### src/rtl/spi_arb_pkg.sv
// rtl/spi_arb_pkg.sv - shared types and constants for the SPI flash arbiter
// Contents:
//   arb_state_t  grant FSM state (IDLE, GNT0, GNT1, GAP)
//   OWN_JTAG/OWN_SOC  owner indices used for the round-robin "last" bit
//   CSN_IDLE/SCK_IDLE/MOSI_IDLE  pad levels when nobody owns the flash
//   MISO_IDLE    level returned to a requester that holds no grant
package spi_arb_pkg;

    typedef enum logic [1:0] {
        IDLE = 2'd0,
        GNT0 = 2'd1,
        GNT1 = 2'd2,
        GAP  = 2'd3
    } arb_state_t;

    localparam logic OWN_JTAG  = 1'b0;
    localparam logic OWN_SOC   = 1'b1;

    localparam logic CSN_IDLE  = 1'b1;
    localparam logic SCK_IDLE  = 1'b0;
    localparam logic MOSI_IDLE = 1'b0;
    localparam logic MISO_IDLE = 1'b1;

endpackage

### src/rtl/spi_arb_sync.sv
// rtl/spi_arb_sync.sv - single-bit multi-stage synchronizer with async reset
// Ports:
//   clk  destination clock
//   rst  asynchronous active-high reset, loads RESET_VAL into every stage
//   d    asynchronous input
//   q    synchronized output, STAGES clk edges behind d
// Parameters:
//   STAGES     number of flip-flops (2 or more)
//   RESET_VAL  value held by every stage during reset
module spi_arb_sync #(
    parameter int   STAGES    = 2,
    parameter logic RESET_VAL = 1'b0
) (
    input  logic clk,
    input  logic rst,
    input  logic d,
    output logic q
);

    logic [STAGES-1:0] ff;

    always_ff @(posedge clk or posedge rst) begin
        if (rst) begin
            ff <= {STAGES{RESET_VAL}};
        end else begin
            ff <= {ff[STAGES-2:0], d};
        end
    end

    assign q = ff[STAGES-1];

endmodule

### src/rtl/spi_flash_arbiter.sv
// rtl/spi_flash_arbiter.sv - two-master arbiter for the configuration SPI flash
// Shares one flash between the JTAG bridge (requester 0, DRCK domain) and the
// SoC SPI master (requester 1, clk domain). Round-robin tie-break, and a
// GAP_CYCLES chip-select-high gap between any two ownerships.
// Optional build macro: SPI_ARB_TIMEOUT_EN (idle-grant watchdog, sets revoked).
// Ports:
//   clk, rst                     system clock, async active-high reset
//   req0, csn0, sck0, mosi0      bridge request and SPI lines (async to clk)
//   gnt0, miso0                  bridge grant (registered) and MISO return
//   req1, csn1, sck1, mosi1      SoC request and SPI lines (clk domain)
//   gnt1, miso1                  SoC grant (registered) and MISO return
//   flash_csn/sck/mosi, flash_miso  flash pads
//   busy                         state is not IDLE
//   revoked                      sticky watchdog flag (0 without the macro)
module spi_flash_arbiter
    import spi_arb_pkg::*;
#(
    parameter int GAP_CYCLES     = 4,
    parameter int SYNC_STAGES    = 2,
    parameter int TIMEOUT_CYCLES = 1048576
) (
    input  logic clk,
    input  logic rst,
    input  logic req0,
    input  logic csn0,
    input  logic sck0,
    input  logic mosi0,
    output logic gnt0,
    output logic miso0,
    input  logic req1,
    input  logic csn1,
    input  logic sck1,
    input  logic mosi1,
    output logic gnt1,
    output logic miso1,
    output logic flash_csn,
    output logic flash_sck,
    output logic flash_mosi,
    input  logic flash_miso,
    output logic busy,
    output logic revoked
);

    localparam int GAP_W = $clog2(GAP_CYCLES + 1);

    arb_state_t       state;
    logic             last;
    logic [GAP_W-1:0] gap_cnt;
    logic             r0s;
    logic             c0s;
    logic             want0;
    logic             want1;
    logic             gap_done;

    spi_arb_sync #(
        .STAGES    (SYNC_STAGES),
        .RESET_VAL (1'b0)
    ) u_sync_req0 (
        .clk (clk),
        .rst (rst),
        .d   (req0),
        .q   (r0s)
    );

    // csn0 resets to the idle level so a fresh grant never sees a phantom frame
    spi_arb_sync #(
        .STAGES    (SYNC_STAGES),
        .RESET_VAL (CSN_IDLE)
    ) u_sync_csn0 (
        .clk (clk),
        .rst (rst),
        .d   (csn0),
        .q   (c0s)
    );

    // GAP lasts exactly GAP_CYCLES cycles: count 0..GAP_CYCLES-1, then IDLE
    assign gap_done = (gap_cnt == GAP_W'(GAP_CYCLES - 1));

`ifdef SPI_ARB_TIMEOUT_EN
    localparam int TMO_W = $clog2(TIMEOUT_CYCLES + 1);

    logic [TMO_W-1:0] tmo_cnt;
    logic             revoked_q;
    logic             blk0;
    logic             blk1;
    logic             own_csn;
    logic             tmo_hit;

    // Chip select of whoever currently owns the flash (bridge side synchronized)
    assign own_csn = (state == GNT0) ? c0s : csn1;
    assign tmo_hit = own_csn && (tmo_cnt == TMO_W'(TIMEOUT_CYCLES - 1));

    // A revoked requester is blocked until its request has been seen low
    assign want0   = r0s  & ~blk0;
    assign want1   = req1 & ~blk1;
    assign revoked = revoked_q;
`else
    logic unused_cfg;

    assign want0      = r0s;
    assign want1      = req1;
    assign revoked    = 1'b0;
    assign unused_cfg = c0s & (TIMEOUT_CYCLES > 0);
`endif

    always_ff @(posedge clk or posedge rst) begin
        if (rst) begin
            state     <= IDLE;
            gnt0      <= 1'b0;
            gnt1      <= 1'b0;
            last      <= OWN_SOC;
            gap_cnt   <= '0;
`ifdef SPI_ARB_TIMEOUT_EN
            tmo_cnt   <= '0;
            revoked_q <= 1'b0;
            blk0      <= 1'b0;
            blk1      <= 1'b0;
`endif
        end else begin
`ifdef SPI_ARB_TIMEOUT_EN
            if (!r0s) begin
                blk0 <= 1'b0;
            end
            if (!req1) begin
                blk1 <= 1'b0;
            end
`endif
            unique case (state)
                IDLE: begin
`ifdef SPI_ARB_TIMEOUT_EN
                    tmo_cnt <= '0;
`endif
                    // On a tie the requester that did not own last wins
                    if (want0 && (!want1 || last == OWN_SOC)) begin
                        state <= GNT0;
                        gnt0  <= 1'b1;
                        last  <= OWN_JTAG;
                    end else if (want1) begin
                        state <= GNT1;
                        gnt1  <= 1'b1;
                        last  <= OWN_SOC;
                    end
                end

                GNT0: begin
                    if (!r0s) begin
                        state   <= GAP;
                        gnt0    <= 1'b0;
                        gap_cnt <= '0;
                    end
`ifdef SPI_ARB_TIMEOUT_EN
                    else if (tmo_hit) begin
                        state     <= GAP;
                        gnt0      <= 1'b0;
                        gap_cnt   <= '0;
                        revoked_q <= 1'b1;
                        blk0      <= 1'b1;
                    end else if (own_csn) begin
                        tmo_cnt <= tmo_cnt + TMO_W'(1);
                    end else begin
                        tmo_cnt <= '0;
                    end
`endif
                end

                GNT1: begin
                    if (!req1) begin
                        state   <= GAP;
                        gnt1    <= 1'b0;
                        gap_cnt <= '0;
                    end
`ifdef SPI_ARB_TIMEOUT_EN
                    else if (tmo_hit) begin
                        state     <= GAP;
                        gnt1      <= 1'b0;
                        gap_cnt   <= '0;
                        revoked_q <= 1'b1;
                        blk1      <= 1'b1;
                    end else if (own_csn) begin
                        tmo_cnt <= tmo_cnt + TMO_W'(1);
                    end else begin
                        tmo_cnt <= '0;
                    end
`endif
                end

                GAP: begin
                    // Requests arriving here simply stay high and win in IDLE
                    if (gap_done) begin
                        state <= IDLE;
                    end else begin
                        gap_cnt <= gap_cnt + GAP_W'(1);
                    end
                end

                default: begin
                    state <= IDLE;
                end
            endcase
        end
    end

    assign busy = (state != IDLE);

    // Pad select follows the registered state only, so a change of owner is
    // always separated by GAP, where csn is forced high. rst forces the pads
    // directly so a transfer is cut without waiting for any clock edge.
    always_comb begin
        flash_csn  = CSN_IDLE;
        flash_sck  = SCK_IDLE;
        flash_mosi = MOSI_IDLE;
        if (!rst) begin
            unique case (state)
                GNT0: begin
                    flash_csn  = csn0;
                    flash_sck  = sck0;
                    flash_mosi = mosi0;
                end
                GNT1: begin
                    flash_csn  = csn1;
                    flash_sck  = sck1;
                    flash_mosi = mosi1;
                end
                default: begin
                    flash_csn  = CSN_IDLE;
                    flash_sck  = SCK_IDLE;
                    flash_mosi = MOSI_IDLE;
                end
            endcase
        end
    end

    assign miso0 = gnt0 ? flash_miso : MISO_IDLE;
    assign miso1 = gnt1 ? flash_miso : MISO_IDLE;

endmodule

### config.mk
export PLATFORM = sky130hd
export DESIGN_NAME = spi_flash_arbiter
export DESIGN_NICKNAME = d
export VERILOG_FILES = /design/src/rtl/spi_arb_pkg.sv /design/src/rtl/spi_arb_sync.sv /design/src/rtl/spi_flash_arbiter.sv
export SDC_FILE = /design/constraint.sdc
export NUM_CORES = 1
export LEC_CHECK = 0
export CORE_ASPECT_RATIO = 1.75
export CORE_MARGIN = 1.5
export CORE_UTILIZATION = 30
export DETAILED_ROUTE_END_ITERATION = 10
export PLACE_DENSITY_LB_ADDON = 0.25
export SYNTH_ARGS = -nofsm -noshare
export SYNTH_HDL_FRONTEND = slang
export SYNTH_SLANG_ARGS = --single-unit
### constraint.sdc
create_clock -name clk -period 2.1 [get_ports clk]
set_input_delay 0.21 -clock clk [delete_from_list [all_inputs] [get_ports clk]]
set_output_delay 0.21 -clock clk [all_outputs]
set_load 0.01 [all_outputs]
# Word level (Yosys, flattened, before mapping)
# Index checks and enable logic that the tools add are counted.
[word_totals]
word_cells = 59
output_inout_bits = 9
in_bits = 11
ff_bits = 10
[classes]
n_eq_ne = 12
reduce_logical = 14
muxes = 26
addsub = 1
[ops]
columns = ["operator", "n"]
rows = [
  ["!= test 2 bit (second input constant)", 7],
  ["AND reduction 4 bit", 3],
  ["two-way mux 1 bit", 11],
  ["two-way mux 2 bit", 5],
  ["case mux 1 bit (2 select lines)", 5],
  ["two-way mux 3 bit", 3],
  ["case mux 3 bit (3 select lines)", 1],
  ["case mux 2 bit (4 select lines)", 1],
  ["nonzero test 2 bit", 4],
  ["equality test 2 bit (second input constant)", 2],
  ["adder 3 x 1 -> 3 bit (second input constant)", 1],
  ["equality test 3 x 2 -> 1 bit (second input constant)", 1],
  ["!= test 3 bit (second input constant)", 1],
  ["AND reduction 3 bit", 1],
  ["nonzero test 3 bit", 1],
  ["equality test 2 x 1 -> 1 bit (second input constant)", 1],
  ["logical NOT 2 bit", 1],
  ["AND reduction 2 bit", 1],
  ["logical AND 1 bit", 1],
  ["logical NOT 1 bit", 1],
  ["logical OR 1 bit", 1],
]

# Logic depth before layout (Yosys ltp)
# Gate-level depths: netlist of the first run.
[depth]
depth_word = 5
ltp_mapped = 7

# Hierarchy
# Synthesis of the first run repeated with hierarchy kept, for this count alone.
[hier_totals]
hier_cells = 71
area_unflattened_um2 = 689.4
[by_module_without_submodules]
columns = ["mod", "cells_each", "area_per_inst_um2", "n_inst"]
rows = [
  ["spi_flash_arbiter", 68, 635.6, 1],
  ["spi_arb_sync", 3, 53.8, 1],
]

# Worst setup path after synthesis of the first run
# No wires, ideal clock.
[synth_timing]
path_type = "register to register"
start = "register state[0]"
end = "register state[0]"
n_path_buf = 1
slack_ns = 0.534
arrival_ns = 1.443
setup_ns = 0.123
required_time_ns = 1.977
path_stages_with_launch = 8
path_cell_list = "dfrtp_1 inv_1 ha_1 buf_6 nor3b_2 a211oi_2 o21ai_1 o221a_1"
[synth_between]
elab_chain_len = 3
elab_cells_between_ends = 10
classes_between = "7 x eq/ne; 1 x mux; 2 x reduce/logical"
[synth_lines]
columns = ["item", "line_no", "source"]
rows = [
  ["start: declaration", "spi_flash_arbiter.sv:46", "arb_state_t state;"],
  ["start signal: assignment", "spi_flash_arbiter.sv:108", "state <= IDLE;"],
  ["start signal: assignment", "spi_flash_arbiter.sv:135", "state <= GNT0;"],
  ["start signal: assignment", "spi_flash_arbiter.sv:139", "state <= GNT1;"],
  ["equality test 2 bit, or another cell as far along", "spi_flash_arbiter.sv:128", "unique case (state)"],
  ["!= test 2 bit (no line) / != test 3 bit (equally long branches)", "n/a", ""],
  ["AND reduction 4 bit (no line)", "n/a", ""],
]
# Parallel ways exist; a longest one is shown, timed or not.
# A chain may end at the register's enable or synchronous reset.

# Worst setup path in the final report of the first run
[layout_timing]
start = "register state[1]"
end = "output flash_csn"
[layout_between]
elab_chain_len = 3
elab_cells_between_ends = 4
classes_between = "2 x eq/ne; 2 x mux"
[layout_lines]
columns = ["item", "line_no", "source"]
rows = [
  ["equality test 2 bit / equality test 2 x 1 -> 1 bit (equally long branches)", "spi_flash_arbiter.sv:213", "unique case (state)"],
  ["case mux 1 bit (2 select lines) (*)", "spi_flash_arbiter.sv:213", ""],
  ["two-way mux 1 bit (*)", "spi_flash_arbiter.sv:212", "if (!rst) begin"],
  ["end: declaration", "spi_flash_arbiter.sv:36", "output logic flash_csn,"],
]
# Mark *: on every way between the ends. The rest lies on a longest branch, timed or not.

==> results.md, run 1 <==
- Reg power frac: 22.2%
- P_sw: roughly 560 µW
- H-Tree Depth: 1
- Sw Ratio: between 30% and 40%
- Starting DRT DRC Count: 21
- Final Skew: approximately 0.0046 ns
- Row Count: 23
- Syn. warnings: 0
- Starting Density: 31.6%
- Mapped Area: around 720 µm²
- Die H: around 68 µm
- Nets: ~120
- Final Hold Vio Count: 0
- Critical Path AT: approximately 1.8 ns
- Antenna diodes: 0
- Worst Setup End Kind: primary output
- Worst vdd ir: 0.000601 V
- Finished Layout Cells: roughly 130
- WS Path Type: reg -> out
- DP Cell Count: between 100 and 150
- Global-route wire length before repair: approximately 2.8 mm
- Gate power share: around 61%
- Pwr dens: roughly 1400 nW/µm²
- Clk sinks: 10
- Fin crit period: 2.03 ns
- Crit share post-route: 96.9%
- Synthesis-to-finish area growth: 41.7%
- Syn Nets: a little under 100
- Critical-path maximum fanout: 4
- Clock buffer depth: 2
- Clock-pin slew on the worst setup and hold paths: roughly 0.05 ns
- Drt drc: 0
- Post-detailed-route via-to-cell ratio: just over 5
- Pleak: 0.000446 µW
- Post-DP Area: 915 µm²
- Port bufs: 18
- RSZ-0062 raised after global routing: no
- #FFs+latches synth: 10
- GRT overflow: 0
- Detailed Place HPWL: between 1 and 1.5 mm
- Design area: just over 1000 µm²
- GP Congestion: around 0.8
- Largest net degree at the start of global routing: 11
- Clock share of power: 16.7%
- Antenna Violating Nets Remaining: 0
- CTS Buf Count: 3
- Max Fclk: just under 500 MHz
- Yosys cell types: 28
- Reg2reg start: state[0]
- Clk_lat worst skew: 0.24 ns
- Min-Delay Path Class: in -> async
- Worst Setup SP: state[1]
- Initial antenna violation count: 0
- Detailed Route WL: 1.64 mm
- Vias post-DR: about 640
- Routed length per instance: 13.0 µm
- Layout cells sized above 1: 17.8%
- Critical Path RT: 1.89 ns
- Global router's overall resource usage: 15.6%
- Post-Syn Instances: 78
- CTS tree: built
- Vias in the first global route: 624
- Clock Root Buffer: clkbuf_8
- Die area: about 2700 µm²
- Syn_area_per_cell: between 9 and 10 µm²
- Worst R2R Path Depth: 7
- Final slew viol count: 0
- FILL cells: 223
- Post-synthesis sequential area ratio: 35.0%
- CP startpoint kind: register
- Core Box Area: 2270 µm²
- Int Pwr: roughly 900 µW
- Die width: 40.0 µm
- Final setup viols: 0
- DR pass1 iterations: 4
- Status: completed
- Max-cap violations: 0
- TNS Setup: 0 ns
- I/O pin cnt: 20
flip-flops by register name, indices dropped and copies added, names as in the netlist:
signal and count:
gnt0 1, u_sync_req0.ff 2, last 1, gnt1 1
gap_cnt 3, state 2
cell usage after synthesis, drive strengths merged:
master,instances,area [µm²]
nor2,4,15.0
a31oi,3,18.8
a21oi,4,20.0
mux2i,1,10.0
a22oi,3,27.5
a221o,1,10.0
dfstp,1,26.3
a211oi,1,12.5
a22o,3,27.5
conb,1,3.75
nand3,4,20.0
ha,9,113
o221a,1,11.3
buf,3,23.8
nor2b,2,12.5
inv,8,30.0
o22ai,2,12.5
nand2,6,22.5
nor3b,3,27.5
o21ai,5,25.0
nand2b,4,25.0
dfrtp,9,225
placed cells by master, fill, tap and decap left out:
cell type        netlist  routed
nand2b_1               4       4
o21ai_1                2       2
ha_4                   0       2
a22oi_2                1       1
nor3b_1                2       2
o21ai_0                3       3
o221a_1                1       1
a21oi_1                4       4
ha_1                   9       6
nor3b_2                1       1
dfrtp_1                9       9
ha_2                   0       1
dfstp_2                1       1
a22o_2                 1       1
nand3_1                4       4
nor2b_1                2       2
inv_1                  8       6
a22oi_1                2       2
inv_2                  0       2
clkdlybuf4s50_1        0      18
mux2i_1                1       1
o22ai_1                2       2
a22o_1                 2       2
a221o_1                1       1
clkbuf_8               0       4
a211oi_2               1       1
nand2_1                6       6
buf_4                  1       4
conb_1                 1       1
a31oi_1                3       3
nor2_1                 4       4
routing by layer:
layer	share of wire, %	wire (µm)	track usage [%]
met2	54	894	25.6
met4	5.3	87	11.6
met3	2.9	48	2.96
met1	37	613	16.5
met5	0	0	0
cell families after synthesis:
family / synth area share (%)
flops: 35.0
compound gates: 23.0
simple gates: 17.0
buf+inv: 7.48
fa+ha+maj: 15.7
other cells: 0.521
mux: 1.39
layout make-up:
cell class	count	area [µm²]	area share, %
multi-input combinational	57	442	43.3
tap	25	31.3	3.07
timing repair buffer	22	210	20.6
inverter	8	30.0	2.94
clock buffer	4	55.1	5.40
sequential	10	251	24.7
path summary, 6_finish.rpt:
check | endpoint | slack [ns]
worst max register to register | state[0] | 0.35
worst min-delay path | gap_cnt[1] | 0.34
worst max-delay path | flash_csn | 0.07
max in group asynchronous | last | 1.54
worst min register to register | u_sync_req0.ff[1] | 0.35
min in group clk | u_sync_req0.ff[1] | 0.35
critical path, cell delays in order (launching register included):
cell and delay, ns:
dfrtp_1 0.39, buf_4 0.15, ha_1 0.24, a221o_1 0.33, clkdlybuf4s50_1 0.48
per-stage QoR:
stage	utilization, %	hold WS (ns)	total power (µW)	worst slack, ns
after floorplan	-	0.0577	856	0.534
after global placement	40.2	0.333	1070	0.246
after detailed placement	40.2	0.338	1090	0.188
after CTS	43.6	0.337	1390	0.0199
after global routing	44.9	0.341	1570	0.0251
final	44.9	0.336	1440	0.0656
power groups by stage:
stage	logic [µW]	clock network, µW	registers [µW]
6_report	879	240	319
5_1_grt	977	261	330
4_1_cts	822	249	315
3_5_place_dp	759	0	332
3_3_place_gp	749	0	325
2_1_floorplan	533	0	323
what timing repair did:
action / CTS / global route
endpoints found under the setup margin: 3 / 3
hold endpoints to repair: 0 / 0
hold buffers: 0 / 0
buffers inserted: 3 / 0
resized for setup: 0 / 6
(Power assumes the default switching activity.)
==> run 2: changes to the inputs <==
- clock period: 2.1 -> 2.6 ns (I/O delays scaled with it)
==> run 2 against run 1 <==
  * Final cell count down 2.4%
  * Die area unchanged
  * Combinational power down 30%
  * Largest cell class unchanged
  * Largest power group unchanged
  * Highest routed layer unchanged
==> results.md, run 2 (synthesized netlist as in run 1, its figures left out) <==
- Die area: 2710 µm² (unchanged)
- CTS Buf Count: 3 (unchanged)
- Global router's overall resource usage: 13.9% (was 15.6%)
- Crit share post-route: between 80% and 90%
- Cts hold-fix bufs: 0 (unchanged)
- Post-CTS Setup Bufs: 0 (was 3)
- Final Hold Vio Count: 0 (unchanged)
- Gate power share: 57.1% (was 61.1%)
- Worst slew pin tran: about 0.51 ns
- WS Path Type: reg -> out (unchanged)
- Reg area: 251 µm² (unchanged)
- Min-Delay Path Class: reg -> reg (was in -> async)
- GRT overflow: 0 (unchanged)
- Antenna diodes: 0 (unchanged)
- Final slew viol count: 0 (unchanged)
- Status: completed (unchanged)
- Top flop regs: gap_cnt x3, state x2, u_sync_req0.ff x2 (unchanged)
- Sw Ratio: 40.5% (was 39.2%)
- Reg-to-Reg End: gap_cnt[0] (was state[0])
- Routed length per instance: 13.3 µm (was 13.0 µm)
- Row Count: 23 (unchanged)
- Reg2reg start: state[0] (unchanged)
- Worst Setup End Kind: primary output (unchanged)
- CP startpoint kind: register (unchanged)
- FILL cells: 230 (was 223)
- Hold Path Stages: 0
- Die H: 67.8 µm (unchanged)
- Nets: 119 (was 122)
- Layout cells sized above 1: 10.2% (was 17.8%)
- Area of the multi-input gates: 414 µm² (was 442 µm²)
- Critical Path RT: 2.34 ns (was 1.89 ns)
- Detailed Place HPWL: 1.33 mm (was 1.34 mm)
- Reg power frac: 24.7% (was 22.2%)
- Hold Path Sink: u_sync_req0.ff[1]
- Design area: 970 µm² (was 1020 µm²)
- Final setup viols: 0 (unchanged)
- Stages on worst setup path: 5 (was 4)
- GP Congestion: 0.798 (was 0.801)
- Pleak: 0.000435 µW (was 0.000446 µW)
- Post-detailed-route via-to-cell ratio: 5.05 (was 5.07)
- Int Pwr: 643 µW (was 874 µW)
- Worst R2R Path Depth: 5 (was 7)
- Starting DRT DRC Count: 21 (unchanged)
- Most common cell after layout, fill and taps aside: clkdlybuf4s50_1 (unchanged)
- CP top delay family: buffers and inverters (unchanged)
- Slowest Stage Delay on Critical Path: 0.47 ns (was 0.48 ns)
- R2R Setup Slk: 0.79 ns (was 0.35 ns)
- Clock share of power: 18.2% (was 16.7%)
- Antenna Violating Nets Remaining: 0 (unchanged)
- Die width: 40.0 µm (unchanged)
- DR pass1 iterations: 4 (unchanged)
- Final Skew: 0.00608 ns (was 0.00460 ns)
- Starting Density: 31.6% (unchanged)
- Pwr dens: 1110 nW/µm² (was 1410 nW/µm²)
- Detailed Route WL: 1.63 mm (was 1.64 mm)
- Max Fclk: between 400 and 500 MHz
- Synthesis-to-finish area growth: 34.8% (was 41.7%)
- Max-cap violations: 0 (unchanged)
- Most frequent cells in the layout: clkdlybuf4s50_1 (18), ha_1 (9), dfrtp_1 (9) (was clkdlybuf4s50_1 (18), dfrtp_1 (9), inv_1 (6), nand2_1 (6), ha_1 (6))
- Clock-pin slew on the worst setup and hold paths: 0.05 ns (about the same)
- # resized after CTS: 0 (unchanged)
- Global-route wire length before repair: 2.64 mm (was 2.79 mm)
- Worst path slowest cell: clkdlybuf4s50_1 (unchanged)
- TNS Setup: 0 ns (unchanged)
- Vias in the first global route: 604 (was 624)
- Post-DP Area: 915 µm² (unchanged)
- Initial antenna violation count: 0 (unchanged)
- Crit-path cells: inv_1 -> ha_1 -> nand2_1 -> a221o_1 -> clkdlybuf4s50_1 (was buf_4 -> ha_1 -> a221o_1 -> clkdlybuf4s50_1)
- Largest net degree at the start of global routing: 11 (unchanged)
- Critical Path AT: 1.95 ns (was 1.82 ns)
- Drt drc: 0 (unchanged)
- Clk sinks: 10 (unchanged)
- Worst vdd ir: 0.000425 V (was 0.000601 V)
- Relative slew slack: about 66%
- Largest Register: gap_cnt (unchanged)
- Core Box Area: 2270 µm² (unchanged)
- Critical-path maximum fanout: 5 (was 4)
- Port bufs: 18 (unchanged)
- Fin crit period: approximately 2.2 ns
- RSZ-0062 raised after global routing: no (unchanged)
- Hold_sp: u_sync_req0.ff[0]
- H-Tree Depth: 1 (unchanged)
- I/O pin cnt: 20 (unchanged)
- CTS tree: built (unchanged)
- WP buf/inv: 2 (unchanged)
- Clock Root Buffer: clkbuf_8 (unchanged)
- P_sw: 438 µW (was 564 µW)
- Number of flip-flops under the largest register name: 3 (unchanged)
- Vias post-DR: 621 (was 639)
- Clock buffer depth: 2 (unchanged)
- Clk_lat worst skew: 0.23 ns (was 0.24 ns)
==> run 2: changes by cell type in the layout (fill, tap and decap cells not counted), sizes merged <==
cell	previous run	this run
buf	4	1
==> run 2: layout make-up <==
class / instances / area share [%]
multi-input cells: 57 / 42.7
flip-flops and latches: 10 / 25.9
repair buffers: 19 / 19.4
clock buffers: 4 / 5.68
well taps: 25 / 3.23
inverters: 8 / 3.10
==> run 2: layer usage <==
metal,part of all wire [%],GRT usage [%],up-vias
li1,-,-,312
met1,40,15.4,291
met2,52,24.8,12
met3,3.7,2.30,6
met4,3.8,4.74,0
met5,0,0,-
==> run 2: worst max-delay path by stage <==
| stage | startpoint | endpoint | slack [ns] |
|---|---|---|---|
| floorplan | state[0] | state[0] | 1.03 |
| global placement | state[0] | flash_csn | 0.69 |
| detailed placement | state[0] | flash_csn | 0.64 |
| CTS | state[0] | flash_csn | 0.38 |
| global route | state[0] | flash_csn | 0.26 |
| finish | state[0] | flash_csn | 0.39 |
==> run 2: power by group through the flow <==
stage	clock network, µW	logic [µW]	registers [µW]
final	197	617	267
after global routing	209	688	273
after CTS	200	617	266
after detailed placement	0	615	268
after global placement	0	603	263
after floorplan	0	430	261
==> run 2: stage by stage <==
stage	instances	total power, µW	worst slack [ns]	hold slack [ns]	util, %
6_report	123	1080	0.385	0.344	42.7
5_1_grt	123	1170	0.261	0.362	42.7
4_1_cts	123	1080	0.385	0.348	42.7
3_5_place_dp	119	883	0.643	0.337	40.2
3_3_place_gp	119	866	0.694	0.332	40.2
2_1_floorplan	78	691	1.03	0.108	-
==> run 3: changes to the inputs <==
- CORE_ASPECT_RATIO: 1.75 -> not set
- CORE_UTILIZATION: 30 -> 49
- PLACE_DENSITY: not set -> 0.88
- PLACE_DENSITY_LB_ADDON: 0.25 -> not set
==> run 3 against run 2 <==
  * Combinational power shrank 1%
  * Sequential power hardly changed
  * Global-route usage rose by 8.5 points
  * Sequential cell count unchanged
  * Total power is 5.4% lower
  * Clock skew is essentially flat
  * Die area down 37%
  * Cell area fell by 3.2%
  * Critical path depth unchanged
  * Non-clock buffer count did not move
  * Count of clock-buffer cells in the layout did not move
  * Sequential share of layout area increased by 0.86 points
  * Largest cell class unchanged
  * Largest power group unchanged
==> results.md, run 3 (synthesized netlist as in run 1, its figures left out) <==
- Status: completed (unchanged)
- Critical Path AT: 2.03 ns (was 1.95 ns)
- Max-cap violations: 0 (unchanged)
- CTS tree: built (unchanged)
- Reg2reg start: state[0] (unchanged)
- Layout cells sized above 1: 10.2% (unchanged)
- Starting Density: 53.9% (was 31.6%)
- Reg-to-Reg End: gap_cnt[0] (unchanged)
- Most common cell after layout, fill and taps aside: clkdlybuf4s50_1 (unchanged)
- Clock buffer depth: 2 (unchanged)
- Row Count: 13 (was 23)
- Global router's overall resource usage: 22.3% (was 13.9%)
- Worst path slowest cell: clkdlybuf4s50_1 (unchanged)
- Vias post-DR: 611 (was 621)
- Initial antenna violation count: 0 (unchanged)
- Cts hold-fix bufs: 0 (unchanged)
- Synthesis-to-finish area growth: 30.4% (was 34.8%)
- Die width: 41.3 µm (was 40.0 µm)
- Final Hold Vio Count: 0 (unchanged)
- P_sw: 428 µW (was 438 µW)
- Drt drc: 0 (unchanged)
- Post-detailed-route via-to-cell ratio: 5.41 (was 5.05)
- Met3 wire length: 86 µm (was 60 µm)
- Antenna diodes: 0 (unchanged)
- DR WL met2: 751 µm (was 853 µm)
- Worst Setup End Kind: primary output (unchanged)
- Port bufs: 18 (unchanged)
- Largest net degree at the start of global routing: 11 (unchanged)
- H-Tree Depth: 1 (unchanged)
- TNS Setup: 0 ns (unchanged)
- Global-route wire length before repair: 2.40 mm (was 2.64 mm)
- Clock-pin slew on the worst setup and hold paths: 0.07 ns (was 0.05 ns)
- Min-Delay Path Class: in -> async (was reg -> reg)
- Clk_lat worst skew: 0.27 ns (was 0.23 ns)
- I/O pin cnt: 20 (unchanged)
- Top flop regs: gap_cnt x3, state x2, u_sync_req0.ff x2 (unchanged)
- Post-CTS Setup Bufs: 0 (unchanged)
- WS Path Type: reg -> out (unchanged)
- Int Pwr: 594 µW (was 643 µW)
- CTS Buf Count: 3 (unchanged)
- Core Box Area: 1330 µm² (was 2270 µm²)
- Post-DP Area: 902 µm² (was 915 µm²)
- Number of flip-flops under the largest register name: 3 (unchanged)
- R2R Setup Slk: 0.85 ns (was 0.79 ns)
- Final setup viols: 0 (unchanged)
- Most frequent cells in the layout: clkdlybuf4s50_1 (18), ha_1 (9), dfrtp_1 (9) (unchanged)
- Antenna Violating Nets Remaining: 0 (unchanged)
- DR pass1 iterations: 4 (unchanged)
- Max Fclk: 436 MHz (was 451 MHz)
- Detailed Route WL: 1.56 mm (was 1.63 mm)
- Crit-path cells: inv_1 -> ha_1 -> nand2_1 -> a221o_1 -> clkdlybuf4s50_1 (unchanged)
- Final slew viol count: 0 (unchanged)
- Critical Path RT: 2.34 ns (about the same)
- Die area: 1710 µm² (was 2710 µm²)
- Final Skew: 0.00617 ns (was 0.00608 ns)
- Die H: 41.3 µm (was 67.8 µm)
- Worst R2R Path Depth: 5 (unchanged)
- GRT overflow: 0 (unchanged)
- Design area: 938 µm² (was 970 µm²)
- # resized after CTS: 0 (unchanged)
- Sw Ratio: 41.9% (was 40.5%)
- Slowest Stage Delay on Critical Path: 0.48 ns (was 0.47 ns)
- Pwr dens: 1090 nW/µm² (was 1110 nW/µm²)
- Overall Power: 1020 µW (was 1080 µW)
- GP Congestion: 0.943 (was 0.798)
- Reg power frac: 26.1% (was 24.7%)
- Clock Root Buffer: clkbuf_4 (was clkbuf_8)
- Finished Layout Cells: 113 (was 123)
- Met1 WL: 702 µm (was 654 µm)
- DP Cell Count: 109 (was 119)
- Pleak: 0.000428 µW (was 0.000435 µW)
- Detailed Place HPWL: 1.20 mm (was 1.33 mm)
- Highest routed layer: met4 (unchanged)
- Routed length per instance: 13.8 µm (was 13.3 µm)
- Critical-path maximum fanout: 5 (unchanged)
- RSZ-0062 raised after global routing: no (unchanged)
- Layout Utilization: 70.4% (was 42.7%)
- Vias in the first global route: 568 (was 604)
- Clock share of power: 14.2% (was 18.2%)
- CP startpoint kind: register (unchanged)
- Largest Register: gap_cnt (unchanged)
- Worst vdd ir: 0.000854 V (was 0.000425 V)
- Clk sinks: 10 (unchanged)
- Crit share post-route: 88.2% (was 85.2%)
- Fin crit period: 2.29 ns (was 2.21 ns)
- Gate power share: 59.7% (was 57.1%)
- Nets: 119 (unchanged)
- Starting DRT DRC Count: 8 (was 21)
[run 3: cell counts in the layout (fill, tap and decap cells not counted)]
Identical to the previous run, type by type.
[run 3: critical path: cells and delay by family, from the launching register on]
kind | cells | cell delay [ns]
compound gates | 1 | 0.26
buf+inv | 2 | 0.62
fa+ha+maj | 1 | 0.36
flops | 1 | 0.42
simple gates | 1 | 0.10
[run 3: cell type report]
| cell class | count | area, µm² |
|---|---|---|
| fillers | 99 | 395 |
| clock buffers | 4 | 36.3 |
| well taps | 15 | 18.8 |
| repair buffers | 19 | 188 |
| flip-flops and latches | 10 | 251 |
| multi-input cells | 57 | 414 |
| inverters | 8 | 30.0 |
[run 3: power groups by stage]
stage	clock [µW]	combinational, µW	sequential [µW]
finish	145	610	267
global route	150	680	274
CTS	147	613	266
detailed placement	0	607	269
global placement	0	591	262
floorplan	0	430	261
[run 3: how the worst max path moves through the flow]
stage                      endpoint  slack (ns)      from  depth (start not counted)
final                     flash_csn        0.31  state[0]                          5
after CTS                 flash_csn        0.30  state[0]                          5
after global routing      flash_csn        0.19  state[0]                          5
after global placement    flash_csn        0.70  state[0]                          5
after detailed placement  flash_csn        0.61  state[0]                          5
after floorplan            state[0]        1.03  state[0]                          7
[run 3: routing by layer]
layer  global-route usage [%]  vias to the layer above
met3                     6.38                        4
met1                     26.0                      277
met5                        0                        -
met2                     36.7                       14
met4                     12.1                        0
li1                         -                      316
[run 3: metrics by stage]
step / hold WS [ns] / setup WS [ns]
global route: 0.357 / 0.186
detailed placement: 0.356 / 0.606
global placement: 0.338 / 0.702
finish: 0.315 / 0.306
floorplan: 0.108 / 1.03
CTS: 0.318 / 0.304
